--- src/rtl/module_display_bcd_7seg.sv ---
// module_display_bcd_7seg
//   Converts the binary word from the Gray decoder to BCD with a sequential
//   shift-add-3 (double-dabble) FSM. Drives a time-multiplexed common-anode
//   7-segment display from the most recent completed conversion.
// Ports
//   clk_i        : system clock, rising edge
//   rst_i        : synchronous reset, active-low
//   codigo_bin_i : binary value to display
//   bcd_o        : BCD of the last completed conversion, [3:0] = units
//   busy_o       : high while a conversion is in progress
//   anodo_o      : digit enables, active-low, one-hot-low
//   segmentos_o  : segments {g,f,e,d,c,b,a}, active-low
module module_display_bcd_7seg #(
    parameter int unsigned WIDTH           = 4,
    parameter int unsigned N_DIGITS        = 2,
    parameter int unsigned DISPLAY_REFRESH = 27000
) (
    input  logic                    clk_i,
    input  logic                    rst_i,
    input  logic [WIDTH-1:0]        codigo_bin_i,
    output logic [4*N_DIGITS-1:0]   bcd_o,
    output logic                    busy_o,
    output logic [N_DIGITS-1:0]     anodo_o,
    output logic [6:0]              segmentos_o
);

    localparam int unsigned BCD_W  = 4 * N_DIGITS;
    localparam int unsigned ITER_W = (WIDTH > 1) ? $clog2(WIDTH) : 1;
    localparam int unsigned IDX_W  = (N_DIGITS > 1) ? $clog2(N_DIGITS) : 1;
    localparam int unsigned CNT_W  = (DISPLAY_REFRESH > 1) ? $clog2(DISPLAY_REFRESH) : 1;

    typedef enum logic [1:0] {
        ST_IDLE  = 2'd0,
        ST_SHIFT = 2'd1,
        ST_DONE  = 2'd2
    } state_e;

    state_e              state_q, state_d;
    logic [WIDTH-1:0]    valor_q, valor_d;
    logic [WIDTH-1:0]    bin_sh_q, bin_sh_d;
    logic [BCD_W-1:0]    bcd_sh_q, bcd_sh_d;
    logic [ITER_W-1:0]   iter_q, iter_d;
    logic [BCD_W-1:0]    bcd_q, bcd_d;
    logic                busy_q, busy_d;
    logic [IDX_W-1:0]    idx_q, idx_d;
    logic [CNT_W-1:0]    scan_cnt_q, scan_cnt_d;
    logic [N_DIGITS-1:0] anodo_q, anodo_d;
    logic [6:0]          seg_q, seg_d;

    logic [BCD_W-1:0]    bcd_adj_c;
    logic [3:0]          digit_c;

    // Active-low {g,f,e,d,c,b,a} pattern; non-decimal nibbles blank the digit
    function automatic logic [6:0] seg_pattern(input logic [3:0] d);
        logic [6:0] p;
        case (d)
            4'd0:    p = 7'b1000000;
            4'd1:    p = 7'b1111001;
            4'd2:    p = 7'b0100100;
            4'd3:    p = 7'b0110000;
            4'd4:    p = 7'b0011001;
            4'd5:    p = 7'b0010010;
            4'd6:    p = 7'b0000010;
            4'd7:    p = 7'b1111000;
            4'd8:    p = 7'b0000000;
            4'd9:    p = 7'b0010000;
            default: p = 7'b1111111;
        endcase
        return p;
    endfunction

    // Add-3 correction applied to every BCD nibble before each shift
    always_comb begin
        bcd_adj_c = bcd_sh_q;
        for (int i = 0; i < int'(N_DIGITS); i++) begin
            if (bcd_sh_q[4*i +: 4] >= 4'd5) begin
                bcd_adj_c[4*i +: 4] = bcd_sh_q[4*i +: 4] + 4'd3;
            end
        end
    end

    // Conversion FSM: next state and datapath
    always_comb begin
        state_d  = state_q;
        valor_d  = valor_q;
        bin_sh_d = bin_sh_q;
        bcd_sh_d = bcd_sh_q;
        iter_d   = iter_q;
        bcd_d    = bcd_q;

        case (state_q)
            ST_IDLE: begin
                if (codigo_bin_i != valor_q) begin
                    valor_d  = codigo_bin_i;
                    bin_sh_d = codigo_bin_i;
                    bcd_sh_d = '0;
                    iter_d   = '0;
                    state_d  = ST_SHIFT;
                end
            end
            ST_SHIFT: begin
                {bcd_sh_d, bin_sh_d} = {bcd_adj_c[BCD_W-2:0], bin_sh_q, 1'b0};
                iter_d = iter_q + ITER_W'(1);
                if (iter_q == ITER_W'(WIDTH - 1)) begin
                    state_d = ST_DONE;
                end
            end
            ST_DONE: begin
                bcd_d   = bcd_sh_q;
                state_d = ST_IDLE;
            end
            default: begin
                state_d = ST_IDLE;
            end
        endcase

        busy_d = (state_d != ST_IDLE);
    end

    // Pick the BCD nibble of the currently scanned digit
    always_comb begin
        digit_c = 4'hF;
        for (int i = 0; i < int'(N_DIGITS); i++) begin
            if (idx_q == IDX_W'(i)) begin
                digit_c = bcd_q[4*i +: 4];
            end
        end
    end

    // Display scan: dwell counter, digit index, anode and segment drive
    always_comb begin
        scan_cnt_d = scan_cnt_q - CNT_W'(1);
        idx_d      = idx_q;
        if (scan_cnt_q == '0) begin
            scan_cnt_d = CNT_W'(DISPLAY_REFRESH - 1);
            idx_d      = (idx_q == IDX_W'(N_DIGITS - 1)) ? '0 : idx_q + IDX_W'(1);
        end
        // Anode and segments come from the same index so they switch together
        anodo_d = ~(N_DIGITS'(1) << idx_q);
        seg_d   = seg_pattern(digit_c);
    end

    // State registers with synchronous active-low reset
    always_ff @(posedge clk_i) begin
        if (!rst_i) begin
            state_q    <= ST_IDLE;
            valor_q    <= '0;
            bin_sh_q   <= '0;
            bcd_sh_q   <= '0;
            iter_q     <= '0;
            bcd_q      <= '0;
            busy_q     <= 1'b0;
            idx_q      <= '0;
            scan_cnt_q <= CNT_W'(DISPLAY_REFRESH - 1);
            anodo_q    <= '1;
            seg_q      <= 7'h7F;
        end else begin
            state_q    <= state_d;
            valor_q    <= valor_d;
            bin_sh_q   <= bin_sh_d;
            bcd_sh_q   <= bcd_sh_d;
            iter_q     <= iter_d;
            bcd_q      <= bcd_d;
            busy_q     <= busy_d;
            idx_q      <= idx_d;
            scan_cnt_q <= scan_cnt_d;
            anodo_q    <= anodo_d;
            seg_q      <= seg_d;
        end
    end

    assign bcd_o       = bcd_q;
    assign busy_o      = busy_q;
    assign anodo_o     = anodo_q;
    assign segmentos_o = seg_q;

endmodule

--- config.mk ---
export PLATFORM = sky130hd
export DESIGN_NAME = module_display_bcd_7seg
export DESIGN_NICKNAME = d
export VERILOG_FILES = /design/src/rtl/module_display_bcd_7seg.sv
export SDC_FILE = /design/constraint.sdc
export NUM_CORES = 1
export LEC_CHECK = 0
export CORE_MARGIN = 5
export CORE_UTILIZATION = 50
export CTS_BUF_LIST = sky130_fd_sc_hd__clkbuf_2 sky130_fd_sc_hd__clkbuf_4 sky130_fd_sc_hd__clkbuf_8
export DETAILED_ROUTE_END_ITERATION = 10
export PLACE_DENSITY_LB_ADDON = 0.25
export SLEW_MARGIN = 30
export SYNTH_ARGS = -nofsm -noshare
export SYNTH_HDL_FRONTEND = slang
export SYNTH_SLANG_ARGS = --single-unit
--- constraint.sdc ---
create_clock -name clk_i -period 3.6 [get_ports clk_i]
set_clock_uncertainty 0.05 [all_clocks]
set_input_delay 0.54 -clock clk_i [delete_from_list [all_inputs] [get_ports clk_i]]
set_output_delay 0.54 -clock clk_i [all_outputs]
set_load 0.01 [all_outputs]
==> flow_metrics.env <==
export IMPL_wire_per_inst_um=13.2
export IMPL_crit_type="in -> reg"
export IMPL_cts_resized=0
export IMPL_layout_nets=313
export IMPL_pre_cts_ws_ns=1.13
export IMPL_synth_commonest_cells="54 x dfxtp_1, 29 x nor2_1, 25 x nand2_1"
export IMPL_slowest_delay_ns=0.76
export IMPL_hp_class="reg -> reg"
export IMPL_pwr_share_clk_pct=40.0
export IMPL_die_area_sq_um=6560
export IMPL_syn_to_final_growth_pct=16.6
export IMPL_layout_drive_gt1_share_pct=7.74
export IMPL_die_h_um=81.0
export IMPL_min_period_over_period_pct=59.2
export IMPL_fp_dieW_um=81.0
export IMPL_clockBufferDepth=2
export IMPL_cts_tree="built"
export IMPL_vdd_drop_max_uv=190
export IMPL_tns_ns=0
export IMPL_antenna_cells=0
export IMPL_syn_num_nets=293
export IMPL_power_density_nw_per_um2=406
export IMPL_synth_cell_type_count=40
export IMPL_maxCapViolCount=0
export IMPL_core_area_sq_um=4820
export IMPL_worstSetupEndpointType="flip-flop"
export IMPL_p_sw_share_pct=22.0
export IMPL_intPower_mw=0.931
export IMPL_clock_sinks=54
export IMPL_maxSlewHeadroom_pct=48.2
export IMPL_slew_viol_final=0
export IMPL_worst_pin_slew_ns=0.776
export IMPL_fin_crit_ns=2.13
export IMPL_seqPwrFrac_pct=52.4
export IMPL_yosys_warnings=0
export IMPL_rsz0062_at_grt="no"
export IMPL_ctsHoldBuffers=0
export IMPL_grt_overflow_total=0
export IMPL_ios=24
export IMPL_dp_hpwl_um=3340
export IMPL_fillCellCount=436
export IMPL_gp_congestion=0.810
export IMPL_grt_pass1_wl_um=8270
export IMPL_p_sw_mw=0.263
export IMPL_num_rows=25
export IMPL_via_per_inst=5.32
export IMPL_setup_ws_ns=1.47
export IMPL_ys_seq_area_share_pct=42.9
export IMPL_syn_area_per_cell_sq_um=9.13
export IMPL_cp_required_ns=3.76
export IMPL_synthMostInstantiatedCell="dfxtp_1"
export IMPL_drt_iter0_drc=137
export IMPL_synth_flop_cell="dfxtp_1"
export IMPL_numPortBuffers=23
export IMPL_syn_area_sq_um=2520
export IMPL_antenna_found_initial=0
export IMPL_insertion_delay_ns=0.31
export IMPL_drc=0
export IMPL_postRouteWirelength_um=4790
export IMPL_status="completed"
export IMPL_setup_viol=0
export IMPL_grt_pass1_vias=1784
export IMPL_clk_pin_slew_worst_paths_ns=0.10
export IMPL_cts_buffers=5
export IMPL_hold_viol_final=0
export IMPL_fmax_mhz=469
export IMPL_crit_slowest_cell="o41ai_2"
export IMPL_cts_max_level=2
export IMPL_leakage_nw=1.17
export IMPL_comb_power_share_pct=7.5
export IMPL_layout_cells_non_filler=364
export IMPL_grt_max_degree=29
export IMPL_synthCells=276
export IMPL_cp_max_fo=6
export IMPL_first_pass_iters=4
export IMPL_synth_edf_count=0
export IMPL_start_util_pct=52.3
export IMPL_yosys_top_cells_area="dfxtp_1 43%, mux2i_1 6.8%, ha_1 5.5%, nor2_1 4.3%, xor2_1 3.8%"
export IMPL_antenna_left=0
export IMPL_vias=1938
export IMPL_crit_path_cell_trace="clkdlybuf4s50_1 > xor2_1 > o41ai_2 > nor2_1 > a31o_2"
export IMPL_postSynth_asyncResetShare_pct=0
export IMPL_post_cts_buffers=0
export IMPL_post_place_cells=356
export IMPL_cts_root_buffer="clkbuf_8"
export IMPL_critPathLaunchType="input pin"
export IMPL_arrival_ns=2.29
export IMPL_synthDominantCellAreaShare_pct=42.9
export IMPL_grt_usage_pct=16.0
export IMPL_synth_area_leader_cell="dfxtp_1"
export IMPL_ys_seq_elements=54
==> power by group through the flow <==
stage	clock (mW)	sequential, mW	combinational (mW)
detailed placement	0	0.640	0.0901
CTS	0.487	0.626	0.0909
global route	0.513	0.628	0.0990
finish	0.478	0.626	0.0901
global placement	0	0.639	0.0878
floorplan	0	0.638	0.0597
==> registers in the layout, indices dropped and copies added, names as in the netlist <==
signal       flops
scan_cnt_q      15
bcd_o            8
bcd_sh_q         8
segmentos_o      7
bin_sh_q         4
valor_q          4
anodo_o          2
iter_q           2
state_q          2
busy_o           1
idx_q            1
==> kinds of logic after synthesis <==
family	Yosys count	synth area share [%]
muxes	22	8.99
adders and majority gates	11	5.46
and+or+nand+nor	93	18.5
DFF	54	42.9
buffers and inverters	26	3.97
AOI/OAI and AO/OA	49	12.9
xor gates and xnor gates	21	7.30
==> through the flow <==
step	power, mW	util (%)	cell area [sq um]	hold WS (ns)
floorplan	0.698	-	2520	0.346
global placement	0.727	58.2	2800	0.370
detailed placement	0.730	58.2	2800	0.374
CTS	1.20	61.0	2940	0.397
global route	1.24	61.0	2940	0.423
finish	1.19	61.0	2940	0.390
==> cell type report <==
| type | count | area, sq um | area share, % |
|---|---|---|---|
| timing repair buffer | 25 | 245 | 8.34 |
| sequential | 54 | 1080 | 36.8 |
| tap | 67 | 83.8 | 2.85 |
| multi-input combinational | 196 | 1340 | 45.6 |
| clock inverter | 3 | 68.8 | 2.34 |
| inverter | 14 | 52.6 | 1.79 |
| clock buffer | 5 | 68.8 | 2.34 |
==> critical path, delay by kind of cell <==
family / cells / cell delay, ns
xor+xnor: 1 / 0.21
simple gates: 1 / 0.10
buf+inv: 1 / 0.45
compound gates: 2 / 0.99
==> layer usage <==
layer | share of wire (%) | global-route usage (%)
met1 | 47 | 20.5
met2 | 47 | 26.3
met3 | 4.2 | 3.66
met4 | 1.4 | 5.57
met5 | 0 | 0
==> cells in the final DEF, fill, tap and decap left out, types with 6 or more instances in the layout <==
cell type        Yosys  layout
inv_1               13      13
dfxtp_1             54      54
a21oi_1             14      14
xor2_1              11      11
clkdlybuf4s50_1      0      23
a211oi_1            11      11
nand2b_1             6       6
xnor2_1             10      10
mux2i_1             17      17
o21ai_0             10      10
nor2_1              29      29
ha_1                11      11
nand3_1              9       9
nand2_1             25      25
==> path summary, 6_finish.rpt <==
path                                               start  depth (start not counted)                       end  slack, ns
worst max-delay path                     codigo_bin_i[3]                          5   valor_q[0]$_SDFFE_PN0P_       1.47
worst min-delay path            scan_cnt_q[0]$_SDFF_PP1_                          1  scan_cnt_q[0]$_SDFF_PP1_       0.39
worst max register to register     state_q[0]$_SDFF_PN0_                          4  bin_sh_q[1]$_SDFFE_PN0P_       1.50
worst min register to register  scan_cnt_q[0]$_SDFF_PP1_                          1  scan_cnt_q[0]$_SDFF_PP1_       0.39
Power figures use the tool's default switching activity.
